[src/rtl/bg7_fetch_seq.sv]
// Mode 7 per-dot fetch sequencer: turns the four matrix products into
// playfield coordinates, schedules tilemap and character VRAM reads
// inside one 8-clock dot and publishes one registered pixel per dot.
module bg7_fetch_seq (
  input  logic               clk,
  input  logic               reset,
  input  logic               dot_en,
  input  logic [2:0]         dot_ctr,
  input  logic               enable,
  input  logic [3:0]         m7sel,
  input  logic signed [12:0] m7_xorig,
  input  logic signed [12:0] m7_yorig,
  input  logic signed [27:0] prod_ax,
  input  logic signed [27:0] prod_by,
  input  logic signed [27:0] prod_cx,
  input  logic signed [27:0] prod_dy,
  output logic [14:0]        vram_l_addr,
  output logic [14:0]        vram_h_addr,
  input  logic [7:0]         vram_rdata_l,
  input  logic [7:0]         vram_rdata_h,
  output logic [7:0]         pix_color,
  output logic               pix_opaque,
  output logic               pix_oob
);

  // Two products summed at 29 bits, dropped to integer pixels, then offset
  // by the centre; the result deliberately wraps modulo 2^21.
  function automatic logic signed [20:0] m7_coord(
    input logic signed [27:0] p0,
    input logic signed [27:0] p1,
    input logic signed [12:0] orig
  );
    logic signed [28:0] sum;
    logic signed [28:0] shifted;
    logic        [20:0] ext_orig;
    sum      = {p0[27], p0} + {p1[27], p1};
    shifted  = sum >>> 8;
    ext_orig = {{8{orig[12]}}, orig};
    return shifted[20:0] + ext_orig;
  endfunction

  // Any bit above the 1024-pixel playfield means the coordinate is outside.
  function automatic logic out_of_range(input logic signed [20:0] c);
    return c[20:10] != 11'd0;
  endfunction

  logic signed [20:0] vx_n;
  logic signed [20:0] vy_n;
  logic               oob_n;

  logic signed [20:0] vx;
  logic signed [20:0] vy;
  logic               oob;
  logic [7:0]         tile;
  logic [7:0]         color;
  logic               st_a;
  logic               st_t;
  logic               st_c;
  logic               st_p;
  logic               over_transp;
  logic               over_tile0;

  assign vx_n  = m7_coord(prod_ax, prod_by, m7_xorig);
  assign vy_n  = m7_coord(prod_cx, prod_dy, m7_yorig);
  assign oob_n = out_of_range(vx_n) || out_of_range(vy_n);

  // Screen-over policy decoded from the latched out-of-bounds flag.
  assign over_transp = oob && (m7sel[3:2] == 2'b10);
  assign over_tile0  = oob && (m7sel[3:2] == 2'b11);

  // Phase-scheduled fetch pipeline; each stage only advances when the
  // previous stage ran in this same dot, so a broken sequence publishes
  // a transparent pixel instead of stale data.
  always_ff @(posedge clk) begin
    if (reset) begin
      vx          <= '0;
      vy          <= '0;
      oob         <= 1'b0;
      tile        <= '0;
      color       <= '0;
      st_a        <= 1'b0;
      st_t        <= 1'b0;
      st_c        <= 1'b0;
      st_p        <= 1'b0;
      vram_l_addr <= '0;
      vram_h_addr <= '0;
      pix_color   <= '0;
      pix_opaque  <= 1'b0;
      pix_oob     <= 1'b0;
    end else begin
      case (dot_ctr)
        // ph0: start of dot, forget everything from the previous one
        3'd0: begin
          st_a <= 1'b0;
          st_t <= 1'b0;
          st_c <= 1'b0;
          st_p <= 1'b0;
        end
        // ph2: coordinates ready, issue the tilemap read
        3'd2: begin
          vx   <= vx_n;
          vy   <= vy_n;
          oob  <= oob_n;
          st_a <= 1'b1;
          if (enable) vram_l_addr <= {1'b0, vy_n[9:3], vx_n[9:3]};
        end
        // ph3: tilemap byte arrives
        3'd3: begin
          if (st_a) begin
            tile <= over_tile0 ? 8'h00 : vram_rdata_l;
            st_t <= 1'b1;
          end
        end
        // ph4: issue the character read for the pixel inside the tile
        3'd4: begin
          if (st_t) begin
            if (enable) vram_h_addr <= {1'b0, tile, vy[2:0], vx[2:0]};
            st_c <= 1'b1;
          end
        end
        // ph5: character byte arrives
        3'd5: begin
          if (st_c) begin
            color <= vram_rdata_h;
            st_p  <= 1'b1;
          end
        end
        // ph7: publish to the compositor on the dot strobe
        3'd7: begin
          if (dot_en) begin
            pix_color  <= (st_p && !over_transp) ? color : 8'h00;
            pix_oob    <= st_p && oob;
            pix_opaque <= st_p && enable && (color != 8'h00) && !over_transp;
          end
        end
        default: begin
        end
      endcase
    end
  end

endmodule
[config.mk]
export PLATFORM = sky130hd
export DESIGN_NAME = bg7_fetch_seq
export DESIGN_NICKNAME = d
export VERILOG_FILES = /design/src/rtl/bg7_fetch_seq.sv
export SDC_FILE = /design/constraint.sdc
export NUM_CORES = 1
export LEC_CHECK = 0
export BUFFER_PORTS_ARGS = -buffer_cell sky130_fd_sc_hd__buf_2
export CELL_PAD_IN_SITES_DETAIL_PLACEMENT = 0
export CELL_PAD_IN_SITES_GLOBAL_PLACEMENT = 1
export CORE_MARGIN = 5
export CORE_UTILIZATION = 40
export DETAILED_ROUTE_END_ITERATION = 7
export PLACE_DENSITY_LB_ADDON = 0.2
export REMOVE_ABC_BUFFERS = 1
export SYNTH_ARGS = -nofsm -noshare
export SYNTH_HDL_FRONTEND = slang
export SYNTH_SLANG_ARGS = --single-unit
[constraint.sdc]
create_clock -name clk -period 8.3 [get_ports clk]
set_input_delay 1.66 -clock clk [delete_from_list [all_inputs] [get_ports clk]]
set_output_delay 1.66 -clock clk [all_outputs]
set_load 0.01 [all_outputs]
==> qor.json, run 1 <==
{
  "worst_path_largest_cell_delay_ns": 0.43,
  "layout-drive-gt1-share_pct": 22.9,
  "timing.hold.ws_ns": 0.448,
  "die_h_um": 136,
  "areaGrowthSynthToFinish_pct": 24.0,
  "clk_pin_slew_worst_paths_ns": 0.05,
  "final_wl_um": 17500,
  "track_usage_pct": 18.3,
  "htree_num_levels": 3,
  "global_route_total_overflow": 0,
  "initial_utilization_pct": 40.3,
  "drt_drc_violations_left": 0,
  "syn-instance-count": 827,
  "clock-root-buffer": "sky130_fd_sc_hd__clkbuf_16",
  "portion_of_the_post_synthesis_area_used_by_sequential_elements_pct": 20.5,
  "grt_pass1_wl_um": 28100,
  "horizontal_extent_of_the_die_um": 136,
  "outcome": "completed",
  "cts_max_path_buffers": 2,
  "antenna-diode-count": 0,
  "synthDominantCellAreaShare_pct": 20.5,
  "cp_num_cells": 22,
  "worst_clock_skew_ns": 0.00571,
  "post-cts-setup-buffers": 0,
  "number_of_global_route_vias_before_repair": 6033,
  "max_freq_mhz": 157,
  "slew_of_the_pin_with_the_lowest_slew_margin_ns": 0.826,
  "critical_path.endpoint_type": "flip-flop",
  "seq_area_sq_mm": 0.00130,
  "clkSinkCount": 65,
  "postSynthAreaPerCell_sq_um": 7.69,
  "detail-route-antenna-nets": 0,
  "period_share_pct": 76.6,
  "maximum_number_of_pins_on_one_net_before_global_route_repair": 66,
  "cts.repair.resized": 0,
  "worst_skew_pair.late_latency_ns": 0.33,
  "synthTopCellsByArea": "sky130_fd_sc_hd__dfxtp_1 20%, sky130_fd_sc_hd__ha_1 18%, sky130_fd_sc_hd__a21oi_1 6.5%",
  "final_core_utilization_pct": 50.0,
  "timing.critical_path.required_ns": 8.50,
  "timing.setup.tns_ns": 0,
  "drt_pre_antenna_iters": 5,
  "worst_hold_class": "flip-flop to flip-flop",
  "synth-seq-cells": 65,
  "setup-violations-final": 0,
  "critPathSlowestCell": "sky130_fd_sc_hd__ha_1",
  "floorplan.die_area_sq_mm": 0.0185,
  "worst_ep_arrival_time_ns": 6.55,
  "cap_viol_max_count": 0,
  "numCtsBuffers": 9,
  "holdPathStages": 2,
  "maxSlewViolCount": 0,
  "finalHoldViolCount": 0,
  "final_common_cell": "sky130_fd_sc_hd__buf_2",
  "layout.filler_cells": 1634,
  "syn-cell-area_sq_mm": 0.00636,
  "post-synth-top-area-cell": "sky130_fd_sc_hd__dfxtp_1",
  "antenna_violations_before_repair": 0,
  "gp_congestion": 0.872,
  "pwr_density_cell_mw_per_mm2": 181,
  "finalWorstPathRequiredPeriod_ns": 6.36,
  "layout.nets": 1274,
  "reg2regPathDepth": 5,
  "multi_input_area_sq_mm": 0.00487,
  "start_kind": "primary input",
  "io_pins": 205,
  "synth_enable_flop_cells": 0,
  "yosysUniqueCellTypes": 72,
  "unrepaired_setup_endpoints_after_global_routing": "no",
  "dp_slack_ns": 1.65,
  "yosys_most_used_dff": "sky130_fd_sc_hd__dfxtp_1",
  "worstPathCellList": "buf_2, ha_1, and3_1, a221oi_1, o21ai_0, a21o_1, nand4_1, nand2_1, a21oi_1, o21ai_0, a21oi_1, xnor2_1, ha_1, and3_1, nand4_1, a221o_1, a32oi_1, xnor2_1, nor2_1, a2111oi_2, nor4b_2, a31oi_1",
  "vias_per_cell": 5.26,
  "static-leakage-power_nw": 3.61,
  "routedWlPerCell_um": 14.2,
  "maxSlewHeadroom_pct": 44.9,
  "tritoncts": "done",
  "floorplan.core_area_sq_mm": 0.0158,
  "std_cell_rows": 46,
  "most-common-layout-cells": "200 x sky130_fd_sc_hd__buf_2, 103 x sky130_fd_sc_hd__nand2_1, 94 x sky130_fd_sc_hd__ha_1",
  "vdd_ir_drop_max_uv": 85.2,
  "timing.critical_path.max_delay_family": "compound AO/OA/AOI/OAI gates",
  "total_via_count_after_detailed_routing": 6497,
  "crit_buf_inv": 1,
  "drt_first_iter_violations": 264,
  "placement.io_buffers": 200,
  "yosys_warnings": 0,
  "synthArstFlopShare_pct": 0,
  "timing_worst_setup_path_type": "primary input to flip-flop",
  "dp_hpwl_um": 14400,
  "postCtsHoldBufs": 0,
  "critical_path_peak_fanout": 8,
  "layout_setup_ws_ns": 1.94
}
-- per-layer routing --
metal  GRT usage [%]  vias to the layer above  wire length (um)
met5               0                        -                 0
met4            5.21                        0               216
met3            1.85                       16               828
met2            32.5                      150              8540
met1            23.5                     2921              7940
li1                -                     3410                 -
-- layout make-up --
class,count,share of cell area (%)
Clock buffer,12,3.25
Clock inverter,4,1.25
Inverter,19,0.904
Multi-Input combinational cell,716,61.8
Sequential cell,65,16.5
Tap cell,216,3.43
Timing Repair Buffer,202,12.9
-- cell usage after synthesis (5+ instances only) --
library cell and number:
sky130_fd_sc_hd__nand4_1 9, sky130_fd_sc_hd__xor2_1 16, sky130_fd_sc_hd__o21ai_0 34, sky130_fd_sc_hd__xnor2_1 39
sky130_fd_sc_hd__nand3_1 16, sky130_fd_sc_hd__a211oi_1 16, sky130_fd_sc_hd__nor2_1 89, sky130_fd_sc_hd__inv_1 19
sky130_fd_sc_hd__a31oi_1 9, sky130_fd_sc_hd__nor3_1 24, sky130_fd_sc_hd__nand2_1 103, sky130_fd_sc_hd__nand2b_1 8
sky130_fd_sc_hd__a22oi_1 17, sky130_fd_sc_hd__a21oi_1 82, sky130_fd_sc_hd__dfxtp_1 65, sky130_fd_sc_hd__nor2b_1 15
sky130_fd_sc_hd__ha_1 94, sky130_fd_sc_hd__o21a_1 18, sky130_fd_sc_hd__a21o_1 24, sky130_fd_sc_hd__clkbuf_1 21
sky130_fd_sc_hd__and3_1 14, sky130_fd_sc_hd__mux2i_1 5
-- power breakdown --
group          switching [mW]  internal, mW
logic                   0.367         0.293
clock network           0.138         0.310
registers             0.00312         0.318
-- worst min-delay path: cells and delay by family (launching register included) --
kind	cells	cell delay, ns
simple gates	1	0.05
flops	1	0.31
compound gates	1	0.05
-- metrics by stage --
step	instances	power [mW]	cell area, sq um
after CTS	1234	1.44	7890
after global routing	1234	1.53	7890
after floorplan	800	0.820	6240
after global placement	1218	0.984	7530
after detailed placement	1218	0.981	7530
final	1234	1.43	7890
-- sequential cells by signal, indices dropped and copies added, names as in the netlist, 3 cells and up --
name,count
vy,3
pix_color,8
vram_h_addr,14
vram_l_addr,14
tile,8
color,8
vx,3
-- worst paths after layout --
check | startpoint | end | slack (ns)
max | prod_cx[10] | oob | 1.94
min | vx[0] | vram_h_addr[0] | 0.45
max reg2reg | st_a | tile[4] | 6.65
min reg2reg | vx[0] | vram_h_addr[0] | 0.45
-- kinds of logic after synthesis --
| kind of cell | Yosys count | synth area share [%] |
|---|---|---|
| DFF | 65 | 20.5 |
| AOI/OAI and AO/OA | 253 | 26.6 |
| muxes | 5 | 0.787 |
| buffers and inverters | 47 | 3.07 |
| other | 1 | 0.0589 |
| xor gates and xnor gates | 55 | 7.57 |
| and+or+nand+nor | 305 | 22.4 |
| adders and majority gates | 96 | 19.1 |
Note: power is estimated with default switching activity, not from simulation.
==> inputs of run 2 (changes only) <==
Settings changed: ABC_AREA set to 1, CORE_UTILIZATION 40 to 37.
Clock period 8.3 ns to 6.4 ns, I/O delays scaled along.
==> run 2 against run 1 <==
Against the previous run: utilization is 4.9 points lower; global-route usage decreased by 0.58 points; final cell count grew 47%; non-clock buffer count down 2; setup slack lost 0.27 ns; flip-flop and latch count did not move; first-iteration DRC count grew 77%; sequential power up 31%; clock skew hardly changed; critical path type unchanged.
==> qor.json, run 2 <==
{
  "synthTopCellsByArea": "sky130_fd_sc_hd__nand2_1 18%, sky130_fd_sc_hd__dfxtp_1 16%, sky130_fd_sc_hd__ha_1 15%",
  "synth_enable_flop_cells": 0,
  "cell_internal_pwr_mw": 1.10,
  "cts.repair.resized": 0,
  "dp_hpwl_um": 19400,
  "antenna-diode-count": 0,
  "setup-violations-final": 0,
  "drt_first_iter_violations": 466,
  "static-leakage-power_nw": 5.31,
  "p_switching_mw": 0.827,
  "worst_ep_arrival_time_ns": 4.94,
  "yosys_most_used_dff": "sky130_fd_sc_hd__dfxtp_1",
  "gp_congestion": 0.892,
  "pwr_density_cell_mw_per_mm2": 203,
  "setup.worst_path.start": "prod_cx[16]",
  "yosys_warnings": 0,
  "layout-drive-gt1-share_pct": 15.0,
  "drt_pre_antenna_iters": 5,
  "total_via_count_after_detailed_routing": 8565,
  "areaGrowthSynthToFinish_pct": 19.7,
  "post-synth-top-area-cell": "sky130_fd_sc_hd__nand2_1",
  "layout_top_registers": "vram_h_addr: 14 flops, vram_l_addr: 14 flops",
  "initial_utilization_pct": 37.7,
  "clkSinkCount": 65,
  "drt_drc_violations_left": 0,
  "post-cts-setup-buffers": 0,
  "placement.io_buffers": 200,
  "std_cell_rows": 53,
  "layout.nets": 1794,
  "period_share_pct": 73.9,
  "seq_power_share_pct": 21.8,
  "worst_clock_skew_ns": 0.00573,
  "portion_of_the_post_synthesis_area_used_by_sequential_elements_pct": 16.4,
  "number_of_global_route_vias_before_repair": 7864,
  "timing_worst_setup_path_type": "primary input to flip-flop",
  "most-common-layout-cells": "384 x sky130_fd_sc_hd__nand2_1, 223 x sky130_fd_sc_hd__inv_1, 200 x sky130_fd_sc_hd__buf_2",
  "worst_hold_class": "flip-flop to flip-flop",
  "yosysUniqueCellTypes": 39,
  "finalHoldViolCount": 0,
  "reg2reg_from": "st_t",
  "worst_skew_pair.late_latency_ns": 0.32,
  "detail-route-antenna-nets": 0,
  "synthDominantCellAreaShare_pct": 18.2,
  "p_clk_share_pct": 23.3,
  "global_route_total_overflow": 0,
  "cts_max_path_buffers": 2,
  "timing.critical_path.required_ns": 6.61,
  "maxSlewViolCount": 0,
  "postCtsHoldBufs": 0,
  "vias_per_cell": 4.72,
  "post_synth_most_frequent_cells": "384 x sky130_fd_sc_hd__nand2_1, 223 x sky130_fd_sc_hd__inv_1, 128 x sky130_fd_sc_hd__a21oi_1, 119 x sky130_fd_sc_hd__nor2_1, 94 x sky130_fd_sc_hd__ha_1",
  "clock-root-buffer": "sky130_fd_sc_hd__clkbuf_16",
  "floorplan.core_area_sq_mm": 0.0210,
  "finalWorstPathRequiredPeriod_ns": 4.73,
  "outcome": "completed",
  "final_common_cell": "sky130_fd_sc_hd__nand2_1",
  "maximum_number_of_pins_on_one_net_before_global_route_repair": 39,
  "max_freq_mhz": 212,
  "timing.setup.tns_ns": 0,
  "numCtsBuffers": 9,
  "floorplan.die_area_sq_mm": 0.0244,
  "io_pins": 205,
  "grt_pass1_wl_um": 36700,
  "worstHoldStart": "vram_h_addr[3]",
  "syn-instance-count": 1337,
  "start_kind": "primary input",
  "synth-seq-cells": 65,
  "vdd_ir_drop_max_uv": 126,
  "horizontal_extent_of_the_die_um": 156,
  "synthArstFlopShare_pct": 0,
  "antenna_violations_before_repair": 0,
  "yosys.cell_count.top_type": "sky130_fd_sc_hd__nand2_1",
  "routedWlPerCell_um": 12.4,
  "track_usage_pct": 17.7,
  "critical_path_peak_fanout": 5,
  "htree_num_levels": 3,
  "netSwitchingFraction_pct": 43.0,
  "slew_of_the_pin_with_the_lowest_slew_margin_ns": 0.996,
  "die_h_um": 156,
  "cap_viol_max_count": 0,
  "syn-cell-area_sq_mm": 0.00792,
  "timing.hold.ws_ns": 0.440,
  "postSynthAreaPerCell_sq_um": 5.92,
  "critical_path.endpoint_type": "flip-flop",
  "maxSlewHeadroom_pct": 33.6,
  "final_wl_um": 22500,
  "share_comb_of_total_power_pct": 54.9,
  "tritoncts": "done",
  "unrepaired_setup_endpoints_after_global_routing": "no",
  "clk_pin_slew_worst_paths_ns": 0.05
}
==> run 2: changes by cell type in the layout (fill, tap and decap cells not counted), moves of 17 or more <==
cell and delta:
sky130_fd_sc_hd__a21oi_1 +46, sky130_fd_sc_hd__inv_1 +204, sky130_fd_sc_hd__nand3_1 +41, sky130_fd_sc_hd__nand2_1 +281, sky130_fd_sc_hd__xor2_1 +19, sky130_fd_sc_hd__a21o_1 -17, sky130_fd_sc_hd__nor2_1 +30, sky130_fd_sc_hd__o21a_1 -18
sky130_fd_sc_hd__o21ai_0 +46
==> run 2: through the flow <==
step	area [sq um]	power [mW]	worst slack, ns	cells	util (%)
after floorplan	7860	1.21	2.36	1322	-
after global placement	9200	1.48	1.42	1797	43.8
after detailed placement	9200	1.49	1.40	1797	43.8
after CTS	9480	1.95	1.72	1813	45.1
after global routing	9480	2.12	1.33	1813	45.1
final	9480	1.92	1.67	1813	45.1
==> run 2: logic make-up (layout without fill, tap and decap cells) <==
kind of cell / count (synthesis) / after routing / synth area share, %
adder cells (fa/ha/maj): 96 / 96 / 15.4
AO/OA/AOI/OAI: 263 / 263 / 18.2
AND/OR/NAND/NOR: 615 / 615 / 32.1
buffers and inverters: 239 / 439 / 11.4
other: 1 / 2 / 0.0473
flip-flops: 65 / 65 / 16.4
XOR/XNOR: 58 / 58 / 6.41
==> run 2: path summary, 6_finish.rpt <==
kind | end | slack (ns) | depth (start not counted)
setup / recovery | oob | 1.67 | 22
hold / removal | vram_h_addr[3] | 0.44 | 2
setup reg to reg | vram_h_addr[7] | 4.56 | 3
hold reg to reg | vram_h_addr[3] | 0.44 | 2
==> run 2: final cells by class <==
class / count / area (sq um)
flip-flops and latches: 65 / 1300
clock buffers: 14 / 264
fillers: 2297 / 11500
well taps: 275 / 344
inverters: 223 / 837
repair buffers: 200 / 1000
multi-input cells: 1034 / 5720
clock inverters: 2 / 12.5
==> run 2: power groups by stage <==
stage / logic [mW] / registers (mW) / clock network, mW
floorplan: 0.779 / 0.429 / 0
global route: 1.22 / 0.419 / 0.478
global placement: 1.06 / 0.427 / 0
CTS: 1.07 / 0.419 / 0.461
finish: 1.06 / 0.419 / 0.448
detailed placement: 1.06 / 0.427 / 0
==> run 2: worst max-delay path, cell delays in order <==
cell and delay, ns:
sky130_fd_sc_hd__buf_2 0.10, sky130_fd_sc_hd__ha_1 0.36, sky130_fd_sc_hd__nand2_1 0.15, sky130_fd_sc_hd__nor2_1 0.20, sky130_fd_sc_hd__inv_1 0.08, sky130_fd_sc_hd__nor3_1 0.25, sky130_fd_sc_hd__nand3_1 0.14, sky130_fd_sc_hd__nand3_1 0.19
sky130_fd_sc_hd__a31oi_1 0.12, sky130_fd_sc_hd__xnor2_1 0.15, sky130_fd_sc_hd__ha_1 0.37, sky130_fd_sc_hd__nand2_1 0.12, sky130_fd_sc_hd__nor2_1 0.27, sky130_fd_sc_hd__nand4_1 0.19, sky130_fd_sc_hd__a31oi_1 0.28, sky130_fd_sc_hd__nor2_1 0.12
sky130_fd_sc_hd__nand3_1 0.11, sky130_fd_sc_hd__nand2_1 0.05, sky130_fd_sc_hd__nor2_1 0.09, sky130_fd_sc_hd__nand2_1 0.11, sky130_fd_sc_hd__nor2_1 0.16, sky130_fd_sc_hd__nor2_1 0.05
==> run 2: metal layers <==
metal  vias up  wire, um  GRT usage, %
li1       4710         -             -
met1      3660     11500          26.5
met2       186      9560          27.9
met3         9      1340          1.88
met4         0       100          2.98
met5         -         0             0
